File: src/rtl/rx_frame_pkg.sv
// Shared types and helpers for the receive-side frame controller.
package rx_frame_pkg;

  // Default frame geometry: 4 data bits, 10 clk cycles per bit period.
  localparam int DATA_BITS_DEF    = 4;
  localparam int CLKS_PER_BIT_DEF = 10;

  // Frame reception phases.
  typedef enum logic [1:0] {
    IDLE  = 2'd0,
    START = 2'd1,
    DATA  = 2'd2,
    STOP  = 2'd3
  } state_t;

  // Bits needed for a counter that must be able to hold max_val.
  function automatic int cnt_width(input int max_val);
    return $clog2(max_val + 1);
  endfunction

endpackage

File: src/rtl/flex_counter.sv
// Clearable up-counter with programmable rollover.
// The count runs 1..rollover_val and then wraps back to 1, so once it is
// running the flag recurs exactly every rollover_val enabled cycles.
// rollover_flag is high while the count equals rollover_val.
module flex_counter #(
  parameter int NUM_CNT_BITS = 4
) (
  input  logic                    clk,
  input  logic                    n_rst,
  input  logic                    clear,
  input  logic                    count_enable,
  input  logic [NUM_CNT_BITS-1:0] rollover_val,
  output logic                    rollover_flag
);

  logic [NUM_CNT_BITS-1:0] r_count;

  // Count register: clear has priority over counting; wrap goes to 1, not 0.
  always_ff @(posedge clk or negedge n_rst) begin
    if (!n_rst) begin
      r_count <= '0;
    end else if (clear) begin
      r_count <= '0;
    end else if (count_enable) begin
      if (r_count == rollover_val) begin
        r_count <= NUM_CNT_BITS'(1);
      end else begin
        r_count <= r_count + 1'b1;
      end
    end
  end

  assign rollover_flag = (r_count == rollover_val);

endmodule

File: src/rtl/rx_frame_ctrl.sv
// Receive-side frame controller for the stp shift register.
// Synchronises the serial line, qualifies the start bit at mid-bit, pulses
// shift_enable at the centre of each data bit, checks the stop bit and then
// moves the shift register's parallel word into a held output buffer with
// ready / overrun / framing status.
module rx_frame_ctrl
  import rx_frame_pkg::*;
#(
  parameter int DATA_BITS    = DATA_BITS_DEF,
  parameter int CLKS_PER_BIT = CLKS_PER_BIT_DEF
) (
  input  logic                 clk,
  input  logic                 n_rst,
  input  logic                 serial_in,
  input  logic [DATA_BITS-1:0] sr_data,
  input  logic                 data_read,
  output logic                 serial_bit,
  output logic                 shift_enable,
  output logic [DATA_BITS-1:0] rx_data,
  output logic                 data_ready,
  output logic                 framing_error,
  output logic                 overrun_error,
  output logic                 busy
);

  // Half a bit period: distance from the start-bit edge to its midpoint.
  localparam int HALF  = CLKS_PER_BIT / 2;
  localparam int TMR_W = cnt_width(CLKS_PER_BIT);
  localparam int BIT_W = cnt_width(DATA_BITS);

  // Synchroniser and edge detector.
  logic r_sync1;
  logic r_sync2;
  logic r_prev;
  logic w_fall;

  // FSM.
  state_t r_state;
  state_t w_next_state;
  logic   w_shift;
  logic   w_stop_sample;

  // Counter controls.
  logic             w_tmr_clear;
  logic             w_tmr_flag;
  logic [TMR_W-1:0] w_tmr_roll;
  logic             w_bit_clear;
  logic             w_bit_flag;

  // Held output buffer.
  logic [DATA_BITS-1:0] r_rx_data;
  logic                 r_data_ready;
  logic                 r_framing_error;
  logic                 r_overrun_error;

  // Two-stage synchroniser plus previous-value FF for falling-edge detection.
  // All three reset to the idle level so releasing reset never fakes a start edge.
  // NOTE: non-blocking assignments make each FF sample the pre-edge value of
  // the one before it; blocking here would collapse the chain into a wire.
  always_ff @(posedge clk or negedge n_rst) begin
    if (!n_rst) begin
      r_sync1 <= 1'b1;
      r_sync2 <= 1'b1;
      r_prev  <= 1'b1;
    end else begin
      r_sync1 <= serial_in;
      r_sync2 <= r_sync1;
      r_prev  <= r_sync2;
    end
  end

  assign w_fall = r_prev & ~r_sync2;

  // Bit-period timer: half period while qualifying the start bit, full
  // period afterwards; held at zero whenever the FSM is (or is about to be) idle.
  assign w_tmr_roll  = (r_state == START) ? TMR_W'(HALF) : TMR_W'(CLKS_PER_BIT);
  assign w_tmr_clear = (w_next_state == IDLE);

  flex_counter #(
    .NUM_CNT_BITS (TMR_W)
  ) u_bit_timer (
    .clk           (clk),
    .n_rst         (n_rst),
    .clear         (w_tmr_clear),
    .count_enable  (1'b1),
    .rollover_val  (w_tmr_roll),
    .rollover_flag (w_tmr_flag)
  );

  // Data-bit counter: counts shift pulses; its flag marks the last data bit done.
  assign w_bit_clear = (r_state != DATA);

  flex_counter #(
    .NUM_CNT_BITS (BIT_W)
  ) u_data_cnt (
    .clk           (clk),
    .n_rst         (n_rst),
    .clear         (w_bit_clear),
    .count_enable  (w_shift),
    .rollover_val  (BIT_W'(DATA_BITS)),
    .rollover_flag (w_bit_flag)
  );

  // FSM state register.
  always_ff @(posedge clk or negedge n_rst) begin
    if (!n_rst) begin
      r_state <= IDLE;
    end else begin
      r_state <= w_next_state;
    end
  end

  // FSM next-state and per-cycle strobes.
  // NOTE: every output of this block gets a default before the case so no
  // path leaves one unassigned, which would otherwise infer a latch.
  always_comb begin
    w_next_state  = r_state;
    w_shift       = 1'b0;
    w_stop_sample = 1'b0;
    case (r_state)
      IDLE: begin
        if (w_fall) begin
          w_next_state = START;
        end
      end
      START: begin
        // Mid start bit: still low means a real frame, high means a glitch.
        if (w_tmr_flag) begin
          w_next_state = r_sync2 ? IDLE : DATA;
        end
      end
      DATA: begin
        if (w_bit_flag) begin
          w_next_state = STOP;
        end else if (w_tmr_flag) begin
          w_shift = 1'b1;
        end
      end
      STOP: begin
        if (w_tmr_flag) begin
          w_stop_sample = 1'b1;
          w_next_state  = IDLE;
        end
      end
      default: begin
        w_next_state = IDLE;
      end
    endcase
  end

  // Output buffer and status flags. A good stop loads the word; a
  // simultaneous data_read cannot drop that fresh word, only clear overrun.
  always_ff @(posedge clk or negedge n_rst) begin
    if (!n_rst) begin
      r_rx_data       <= '0;
      r_data_ready    <= 1'b0;
      r_framing_error <= 1'b0;
      r_overrun_error <= 1'b0;
    end else if (w_stop_sample && r_sync2) begin
      r_rx_data       <= sr_data;
      r_data_ready    <= 1'b1;
      r_framing_error <= 1'b0;
      if (data_read) begin
        r_overrun_error <= 1'b0;
      end else if (r_data_ready) begin
        r_overrun_error <= 1'b1;
      end
    end else begin
      if (w_stop_sample) begin
        r_framing_error <= 1'b1;
      end
      if (data_read) begin
        r_data_ready    <= 1'b0;
        r_overrun_error <= 1'b0;
      end
    end
  end

  assign serial_bit    = r_sync2;
  assign shift_enable  = w_shift;
  assign rx_data       = r_rx_data;
  assign data_ready    = r_data_ready;
  assign framing_error = r_framing_error;
  assign overrun_error = r_overrun_error;
  assign busy          = (r_state != IDLE);

endmodule

File: config.mk
export PLATFORM = sky130hd
export DESIGN_NAME = rx_frame_ctrl
export DESIGN_NICKNAME = d
export VERILOG_FILES = /design/src/rtl/rx_frame_pkg.sv /design/src/rtl/flex_counter.sv /design/src/rtl/rx_frame_ctrl.sv
export SDC_FILE = /design/constraint.sdc
export NUM_CORES = 1
export LEC_CHECK = 0
export ABC_AREA = 1
export CORE_MARGIN = 2
export CORE_UTILIZATION = 55
export CTS_CLUSTER_SIZE = 25
export DETAILED_ROUTE_END_ITERATION = 7
export PLACE_DENSITY_LB_ADDON = 0.05
export SETUP_SLACK_MARGIN = 0.5
export SYNTH_ARGS = -nofsm -noshare
export SYNTH_HDL_FRONTEND = slang
export SYNTH_HIERARCHICAL = 1
export SYNTH_SLANG_ARGS = --single-unit
File: constraint.sdc
create_clock -name clk -period 3.2 [get_ports clk]
set_clock_uncertainty 0.05 [all_clocks]
set_input_delay 0.48 -clock clk [delete_from_list [all_inputs] [get_ports clk]]
set_output_delay 0.48 -clock clk [all_outputs]
set_load 0.01 [all_outputs]
==> metrics.csv, run 1 <==
stage,metric,value,unit
run,Max-Cap Viols,0,
cells_and_area,n_diodes,0,
grt,all-layer global routing usage,20.08,%
timing,fin crit share,78.01,%
yosys,Synth area leaders,"dfrtp_1 38%, nand2_1 16%, inv_1 7.9%",
yosys,syn_area_per_cell,7.599,sq um
yosys,Synth Warn #,6,
worst_hold_path,Hold Crit Endpoint,serial_bit,
placed_design,dpl ws,0.3880,ns
placed_design,Final Wtd Congestion,0.7594,
drt,Iteration-0 DRC Markers,8,
cells_and_area,Layout fillers,134,
drt,Vias/cell,4.738,
yosys,synthesis-stage register bit count,19,
clock_tree,clock-pin transition on the worst setup and hold timing paths,0.11,ns
drt,drt first pass iters,4,
yosys,Synth Instances,137,
floorplan,Die Span Y,47.51,um
setup_path,CP cell instances,inv_2 -> nor2_4 -> inv_1 -> inv_1 -> nand2_1 -> nand2_1 -> nor2_2 -> nand2_2 -> inv_2 -> inv_1 -> nor3_2 -> clkbuf_2,
clock_tree,CTS HTree Levels,1,
pwr,pwr dens,756.8,mW/mm^2
setup_path,critical path's slowest cell,dfrtp_2,
timing,final setup TNS,0,ns
timing,RSZ-0062 raised after global routing,no,
timing,Final WS setup,0.7038,ns
grt,vias in the first global route,790,
clock_tree,Clock Sinks,19,
setup_path,CP bufs+invs,6,
timing,Worst-Margin Slew,0.8212,ns
setup_path,Worst Setup Path Type,flop to output port,
worst_hold_path,min-delay src,r_sync1,
cells_and_area,"Design Area, Final",0.001295,sq mm
placed_design,I/O Buffers,17,
status,run status,finished clean,
clock_tree,clk buf depth,2,
drt,final WL,1929,um
cells_and_area,Nets,173,
setup_path,crit path max fanout,5,
pwr,Static Leak,0.6905,nW
timing,Rel. slew slack,45.08,%
setup_path,reg-to-reg endpoint,u_bit_timer/r_count[3],
timing,"Slew Viols, Final",0,
worst_hold_path,worst hold-check path type,flop to flop,
floorplan,I/O pin count,18,
pwr,peak supply drop,0.0005214,V
setup_path,FF-to-FF Start,r_state[0],
clock_tree,worst skew pair latency,0.31,ns
setup_path,CP top delay family,buffers and inverters,
cells_and_area,layout cell share with drive strength beyond 1,17.90,%
yosys,Synth Cell Area,0.001041,sq mm
clock_tree,Num CTS Buffers,3,
pwr,Final Total Pwr,980.1,uW
timing,count of final setup violators,0,
timing,Fin. Hold Viols,0,
setup_path,startpoint types,flop,
timing,highest clock rate,400.6,MHz
placed_design,dpl cell area,0.001257,sq mm
grt,remaining global-route overflow,0,
drt,wire per inst,10.32,um
cells_and_area,Multi-input gate area,488.0,sq um
setup_path,WP data arrival,1.97,ns
placed_design,hpwl dp,1491,um
drt,Final ANT Viol Nets,0,
floorplan,Die ar.,0.002257,sq mm
clock_tree,CTS tree,yes,
cells_and_area,register area,481.7,sq um
floorplan,Cell Rows,15,
floorplan,initial core utilization,59.64,%
grt,global-route wire length before repair,3063,um
yosys,"Seq/Total Area, Yosys",46.03,%
clock_tree,CTS Root Cell,clkbuf_4,
setup_path,cell mode on critical path,inv_1,
grt,largest net degree at the start of global routing,20,
floorplan,core area,0.001745,sq mm
yosys,Synth top area share,38.46,%
timing,Final min period,2.496,ns
placed_design,placed cells,183,
drt,DRC viols,0,
grt,initial antenna violation count,0,
yosys,Synth area leader,dfrtp_1,
yosys,Netlist cell types,23,
cells_and_area,Post-Layout Cell Count,187,
setup_path,Critical Path Sink Type,output port,
setup_path,depth of the most critical reg-to-reg path,16,
worst_hold_path,Min-Delay Path Depth,0,
drt,via count,886,
setup_path,"slowest stage delay, CP",0.47,ns
floorplan,Die Width,47.51,um
cells_and_area,Area Overhead vs Synth,24.40,%
setup_path,FF-to-FF setup slack,1.08,ns
setup_path,Required @ worst endpoint,2.67,ns
==> per-layer routing <==
metal | GRT usage [%] | share of wire [%]
met1 | 21.69 | 42
met2 | 35.41 | 53
met3 | 3.396 | 3.2
met4 | 13.89 | 2.4
met5 | 0 | 0
==> power breakdown <==
group          total [mW]  switching [mW]  internal [mW]  leakage, nW
combinational       0.478           0.279          0.199        0.445
clock               0.125          0.0785         0.0467       0.0177
sequential          0.377          0.0687          0.308        0.228
==> state kept, by name (all words and copies together) (netlist names) <==
signal	cells
rx_data	4
u_bit_timer/r_count	4
u_data_cnt/r_count	3
r_state	2
data_ready	1
framing_error	1
overrun_error	1
r_prev	1
r_sync1	1
serial_bit	1
==> cell families (layout without fill, tap and decap cells) <==
group | after synthesis | after routing | synth area share, %
simple gates | 74 | 74 | 33.53
flops | 19 | 19 | 46.03
buf+inv | 27 | 48 | 9.735
fa+ha+maj | 2 | 2 | 2.403
other cells | 2 | 6 | 0.7214
xor+xnor | 1 | 1 | 0.8415
compound gates | 12 | 12 | 6.731
==> synth_stat cells <==
cell type and n:
o21a_1 1, conb_1 2, a21oi_1 5, nand2_4 2
clkinv_1 1, nor2_2 3, nor3_1 1, ha_1 2
nand3_2 1, o21ai_1 4, inv_1 22, inv_2 4
nand3_1 10, nand2_2 3, a21oi_2 1, nand2_1 45
dfstp_2 3, o21ai_2 1, nand4_1 2, xnor2_1 1
nor2_8 1, nor2_1 6, dfrtp_1 16
==> stage by stage <==
step / utilization [%] / hold WS, ns
after floorplan: - / 0.1344
after global placement: 72.04 / 0.3003
after detailed placement: 72.04 / 0.2999
after CTS: 74.12 / 0.3196
after global routing: 74.19 / 0.3233
final: 74.19 / 0.3175
==> repair_timing <==
item | 4_1_cts | 5_1_grt
gates resized for setup | 5 | 4
endpoints found under the setup margin | 1 | 1
buffers inserted | 0 | 0
hold buffers | 0 | 0
gates cloned | 0 | 0
==> layout by cell type, fill, tap and decap left out, drive strengths merged <==
cell           Yosys  routed
inv               26      26
o21ai              5       5
clkbuf             0       4
o21a               1       1
conb               2       6
nor3               1       1
clkinv             1       2
clkdlybuf4s50      0      16
nand2             50      50
nor2              10      10
a21oi              6       6
xnor2              1       1
nand3             11      11
ha                 2       2
dfrtp             16      16
dfstp              3       3
nand4              2       2
==> worst max-delay path by stage <==
stage	startpoint	endpoint	slack (ns)	cells after the start
floorplan	r_state[0]	u_data_cnt/r_count[1]	1.03	15
global placement	r_state[0]	shift_enable	0.52	11
detailed placement	r_state[0]	shift_enable	0.39	11
CTS	r_state[0]	shift_enable	0.50	12
global route	r_state[0]	shift_enable	0.59	11
finish	r_state[0]	shift_enable	0.70	12
==> final cells by class <==
cell class              count  area share (%)
inverters                  27           7.826
flip-flops and latches     19           37.20
clock buffers               3           1.739
well taps                  25           2.415
multi-input cells          95           37.68
clock inverters             1          0.3865
repair buffers             17           12.75
No activity file was read; power rests on OpenSTA's default activity.
==> run 2: changes to the inputs <==
- CORE_UTILIZATION: 55 -> 46
- clock period: 3.2 -> 2 ns (I/O delays scaled with it)
==> metrics.csv, run 2 (synthesis gave the netlist of run 1 again) <==
stage,metric,value,unit
drt,drt first pass iters,4,
timing,fin crit share,102.1,%
timing,final setup TNS,-0.04152,ns
clock_tree,CTS tree,yes,
placed_design,dpl ws,-0.03283,ns
drt,WL met1,1002,um
timing,"Slew Viols, Final",0,
pwr,Flop pwr share,29.2,%
drt,DRC viols,0,
setup_path,crit path max fanout,5,
timing,highest clock rate,489.8,MHz
placed_design,I/O Buffers,17,
setup_path,Critical Path Sink Type,output port,
clock_tree,Clock Sinks,19,
cells_and_area,"most common cell after layout, fill and taps aside",nand2_1,
cells_and_area,Layout fillers,170,
clock_tree,clk buf depth,2,
run,Max-Cap Viols,0,
grt,vias in the first global route,897,
cells_and_area,most frequent cells in the layout,"37 x nand2_1, 16 x inv_1, 16 x dfrtp_1, 13 x buf_4, 9 x inv_2",
pwr,Switch Pwr,877.8,uW
pwr,switch share,44.53,%
placed_design,hpwl dp,1575,um
grt,remaining global-route overflow,0,
clock_tree,Hold Buf Count CTS,0,
clock_tree,CTS Root Cell,clkbuf_4,
worst_hold_path,worst hold-check path type,input port to async pin,
cells_and_area,Nets,190,
floorplan,core area,0.002170,sq mm
timing,Rel. slew slack,64.92,%
setup_path,reg-to-reg endpoint,framing_error,
drt,Iteration-0 DRC Markers,16,
grt,initial antenna violation count,0,
drt,Vias/cell,4.812,
pwr,Combinational Power Share,60.6,%
setup_path,depth of the most critical reg-to-reg path,15,
floorplan,I/O pin count,18,
setup_path,FF-to-FF setup slack,0.05,ns
clock_tree,worst skew pair latency,0.31,ns
floorplan,initial core utilization,47.98,%
timing,Fin. Hold Viols,0,
setup_path,WP data arrival,1.69,ns
timing,RSZ-0062 raised after global routing,yes,
timing,Final WS setup,-0.04152,ns
grt,all-layer global routing usage,18.96,%
cells_and_area,Final Util,70.76,%
floorplan,Die ar.,0.002659,sq mm
drt,final WL,2393,um
cells_and_area,Multi-input gate area,585.6,sq um
drt,Met2 Wirelength,1227,um
cells_and_area,n_diodes,0,
drt,wire per inst,11.56,um
timing,Worst-Margin Slew,0.5246,ns
setup_path,startpoint types,flop,
clock_tree,Num CTS Buffers,3,
pwr,pwr dens,1284,mW/mm^2
clock_tree,CTS HTree Levels,1,
timing,Final min period,2.042,ns
drt,DR WL met3,114,um
clock_tree,clock-pin transition on the worst setup and hold timing paths,0.11,ns
floorplan,Cell Rows,17,
drt,via count,996,
placed_design,Final Wtd Congestion,0.7399,
grt,largest net degree at the start of global routing,13,
pwr,cell-internal power,1.093,mW
pwr,clock share of power,10.2,%
floorplan,Die Width,51.57,um
cells_and_area,Area Overhead vs Synth,47.48,%
cells_and_area,"Design Area, Final",0.001535,sq mm
floorplan,Die Span Y,51.57,um
setup_path,Worst Setup Path Type,flop to output port,
setup_path,Required @ worst endpoint,1.65,ns
drt,highest routed layer,met4,
pwr,peak supply drop,0.0008404,V
placed_design,dpl cell area,0.001349,sq mm
cells_and_area,register area,479.2,sq um
timing,count of final setup violators,1,
cells_and_area,layout cell share with drive strength beyond 1,37.43,%
status,violated checks,setup timing,
pwr,Static Leak,0.8046,nW
setup_path,FF-to-FF Start,r_state[0],
status,run status,"finished, violations left",
grt,global-route wire length before repair,3643,um
drt,Final ANT Viol Nets,0,
run 2: cell types whose count changed in the layout (fill, tap and decap cells not counted), moves of 3 or more:
cell and change:
nand2_1 -8, buf_6 +3, nand2_4 +3, nor2_1 -4, nand2_2 +5, nor2_4 +4, buf_4 +13, nand3_1 -3
inv_1 -5, inv_2 +4, nand3_2 +3, clkdlybuf4s50_1 -9, dlygate4sd2_1 +7
run 2: power groups by stage:
| stage | clock [mW] | sequential, mW | combinational [mW] |
|---|---|---|---|
| finish | 0.201 | 0.576 | 1.19 |
| detailed placement | 0 | 0.582 | 0.900 |
| CTS | 0.210 | 0.570 | 1.00 |
| global placement | 0 | 0.578 | 0.878 |
| global route | 0.216 | 0.587 | 1.29 |
| floorplan | 0 | 0.612 | 0.546 |
run 2: per-stage QoR:
| step | cells | hold WS, ns | power [mW] |
|---|---|---|---|
| global placement | 193 | 0.2986 | 1.456 |
| CTS | 202 | 0.2839 | 1.782 |
| detailed placement | 193 | 0.3020 | 1.483 |
| floorplan | 141 | -0.04559 | 1.158 |
| global route | 207 | 0.3202 | 2.095 |
| finish | 207 | 0.2720 | 1.971 |
run 2: layout make-up:
type | instances | share of cell area, %
repair buffers | 34 | 19.72
flip-flops and latches | 19 | 31.21
well taps | 28 | 2.282
multi-input cells | 95 | 38.14
clock buffers | 4 | 1.711
inverters | 27 | 6.927
run 2: worst max-delay path by stage:
| stage | startpoint | end | slack, ns | cells past startpoint |
|---|---|---|---|---|
| after floorplan | r_state[0] | u_bit_timer/r_count[1] | 0.20 | 15 |
| after global routing | r_state[1] | shift_enable | -0.15 | 10 |
| final | r_state[0] | shift_enable | -0.04 | 11 |
| after CTS | r_state[0] | shift_enable | 0.01 | 11 |
| after detailed placement | r_state[0] | shift_enable | -0.03 | 11 |
| after global placement | r_state[0] | shift_enable | 0.005 | 11 |
run 2: routing by layer:
metal  GRT usage (%)  vias up
met2           32.05       29
met5               0        -
li1                -      496
met4           11.40        0
met1           22.14      465
met3           3.736        6
run 2: what timing repair did:
action                     in CTS  in global routing
pin swaps                       2                 10
buffers inserted                5                  5
gates resized for setup        21                 23
setup endpoints to repair      24                 19
run 2: critical path, stage by stage, from the launching register on:
cell and delay [ns]:
dfrtp_1 0.37, inv_2 0.05, nor2_4 0.16, inv_1 0.07, nand2_1 0.07, nand2_1 0.07, nor2_2 0.11, nand2_2 0.07
inv_2 0.07, inv_2 0.05, nor3_4 0.13, buf_2 0.16
==> run 3: changes to the inputs <==
- TNS_END_PERCENT: unset -> 10
==> metrics.csv, run 3 (synthesis gave the netlist of run 1 again) <==
stage,metric,value,unit
floorplan,Die Span Y,51.57,um
pwr,Flop pwr share,31.2,%
pwr,clock share of power,10.6,%
setup_path,depth of the most critical reg-to-reg path,15,
grt,remaining global-route overflow,0,
floorplan,Cell Rows,17,
drt,final WL,1965,um
pwr,Switch Pwr,780.1,uW
clock_tree,worst skew pair latency,0.29,ns
grt,vias in the first global route,839,
floorplan,I/O pin count,18,
drt,DRC viols,0,
grt,largest net degree at the start of global routing,20,
pwr,cell-internal power,1.043,mW
timing,Fin. Hold Viols,0,
drt,via count,895,
drt,wire per inst,9.776,um
drt,drt first pass iters,4,
clock_tree,Num CTS Buffers,3,
clock_tree,CTS Root Cell,clkbuf_4,
timing,RSZ-0062 raised after global routing,yes,
pwr,Static Leak,0.7594,nW
cells_and_area,Post-Layout Cell Count,201,
setup_path,WP data arrival,1.59,ns
placed_design,placed cells,195,
setup_path,Critical Path Sink Type,output port,
floorplan,core area,0.002170,sq mm
clock_tree,Hold Buf Count CTS,0,
pwr,switch share,42.80,%
floorplan,initial core utilization,47.98,%
setup_path,crit path launch,r_state[1],
timing,count of final setup violators,0,
timing,fin crit share,96.77,%
cells_and_area,Area Overhead vs Synth,38.10,%
clock_tree,CTS tree,yes,
timing,highest clock rate,516.7,MHz
pwr,Final Total Pwr,1.823,mW
clock_tree,CTS HTree Levels,1,
clock_tree,Clock Sinks,19,
setup_path,Required @ worst endpoint,1.65,ns
cells_and_area,layout cell share with drive strength beyond 1,28.32,%
cells_and_area,"Design Area, Final",0.001438,sq mm
cells_and_area,"most common cell after layout, fill and taps aside",nand2_1,
cells_and_area,n_diodes,0,
placed_design,hpwl dp,1529,um
grt,global-route wire length before repair,3491,um
timing,Final min period,1.935,ns
pwr,Combinational Power Share,58.1,%
timing,final setup TNS,0,ns
setup_path,FF-to-FF Start,r_state[1],
placed_design,I/O Buffers,17,
setup_path,startpoint types,flop,
setup_path,Worst Setup Path Type,flop to output port,
placed_design,Final Wtd Congestion,0.7861,
cells_and_area,Layout fillers,190,
timing,"Slew Viols, Final",0,
setup_path,crit path max fanout,5,
floorplan,Die ar.,0.002659,sq mm
worst_hold_path,worst hold-check path type,input port to async pin,
clock_tree,clock-pin transition on the worst setup and hold timing paths,0.11,ns
floorplan,Die Width,51.57,um
drt,Iteration-0 DRC Markers,4,
cells_and_area,most frequent cells in the layout,"44 x nand2_1, 18 x inv_1, 16 x dfrtp_1, 15 x clkdlybuf4s50_1, 11 x buf_4",
drt,Final ANT Viol Nets,0,
status,run status,finished clean,
drt,Vias/cell,4.453,
pwr,pwr dens,1268,mW/mm^2
grt,initial antenna violation count,0,
run,Max-Cap Viols,0,
pwr,peak supply drop,0.0007208,V
clock_tree,clk buf depth,2,
grt,all-layer global routing usage,17.47,%
placed_design,dpl cell area,0.001353,sq mm
cells_and_area,Nets,184,
## run 3: cell type report
| type | count | area, sq um | share of cell area [%] |
|---|---|---|---|
| repair buffers | 28 | 250.2 | 17.41 |
| inverters | 27 | 101.3 | 7.050 |
| clock buffers | 3 | 22.52 | 1.567 |
| multi-input cells | 95 | 544.3 | 37.86 |
| flip-flops and latches | 19 | 479.2 | 33.33 |
| clock inverters | 1 | 5.005 | 0.3481 |
| well taps | 28 | 35.03 | 2.437 |
## run 3: critical path: stages (launching register included)
cell	delay (ns)
dfrtp_1	0.42
nor2_4	0.16
inv_2	0.06
nand2_1	0.06
nand2_1	0.06
nor2_2	0.09
nand2_2	0.07
inv_2	0.06
inv_2	0.05
nor3_4	0.11
buf_2	0.15
## run 3: repair_timing
action / in CTS / in global routing
gates resized for setup: 9 / 7
gates cloned: 0 / 0
pin swaps: 6 / 6
buffers inserted: 2 / 0
endpoints found under the setup margin: 25 / 26
## run 3: per-stage QoR
stage | util, % | hold WS [ns] | setup slack, ns
2_1_floorplan | - | -0.04559 | 0.2039
3_3_place_gp | 62.34 | 0.2968 | 0.01217
3_5_place_dp | 62.34 | 0.3008 | -0.01136
4_1_cts | 65.05 | 0.2690 | 0.03994
5_1_grt | 66.26 | 0.2957 | -0.07885
6_report | 66.26 | 0.2736 | 0.06457
## run 3: worst paths after layout
path	slack, ns	to
worst max-delay path	0.06	shift_enable
worst min-delay path	0.27	overrun_error
worst max register to register	0.14	u_bit_timer/r_count[1]
worst min register to register	0.32	serial_bit
max in group asynchronous	1.37	r_sync1
min in group clk	0.32	serial_bit
## run 3: layer usage
| layer | vias up | global-route usage, % | part of all wire [%] |
|---|---|---|---|
| met5 | - | 0 | 0 |
| met4 | 0 | 6.579 | 0 |
| met3 | 0 | 3.448 | 3.1 |
| met2 | 13 | 28.85 | 52 |
| met1 | 402 | 22.66 | 45 |
| li1 | 480 | - | - |
## run 3: power groups by stage
stage	Sequential (mW)	Clock, mW	Combinational, mW
floorplan	0.611	0	0.541
global placement	0.575	0	0.905
detailed placement	0.575	0	0.928
CTS	0.570	0.207	1.02
global route	0.583	0.219	1.17
finish	0.569	0.194	1.06
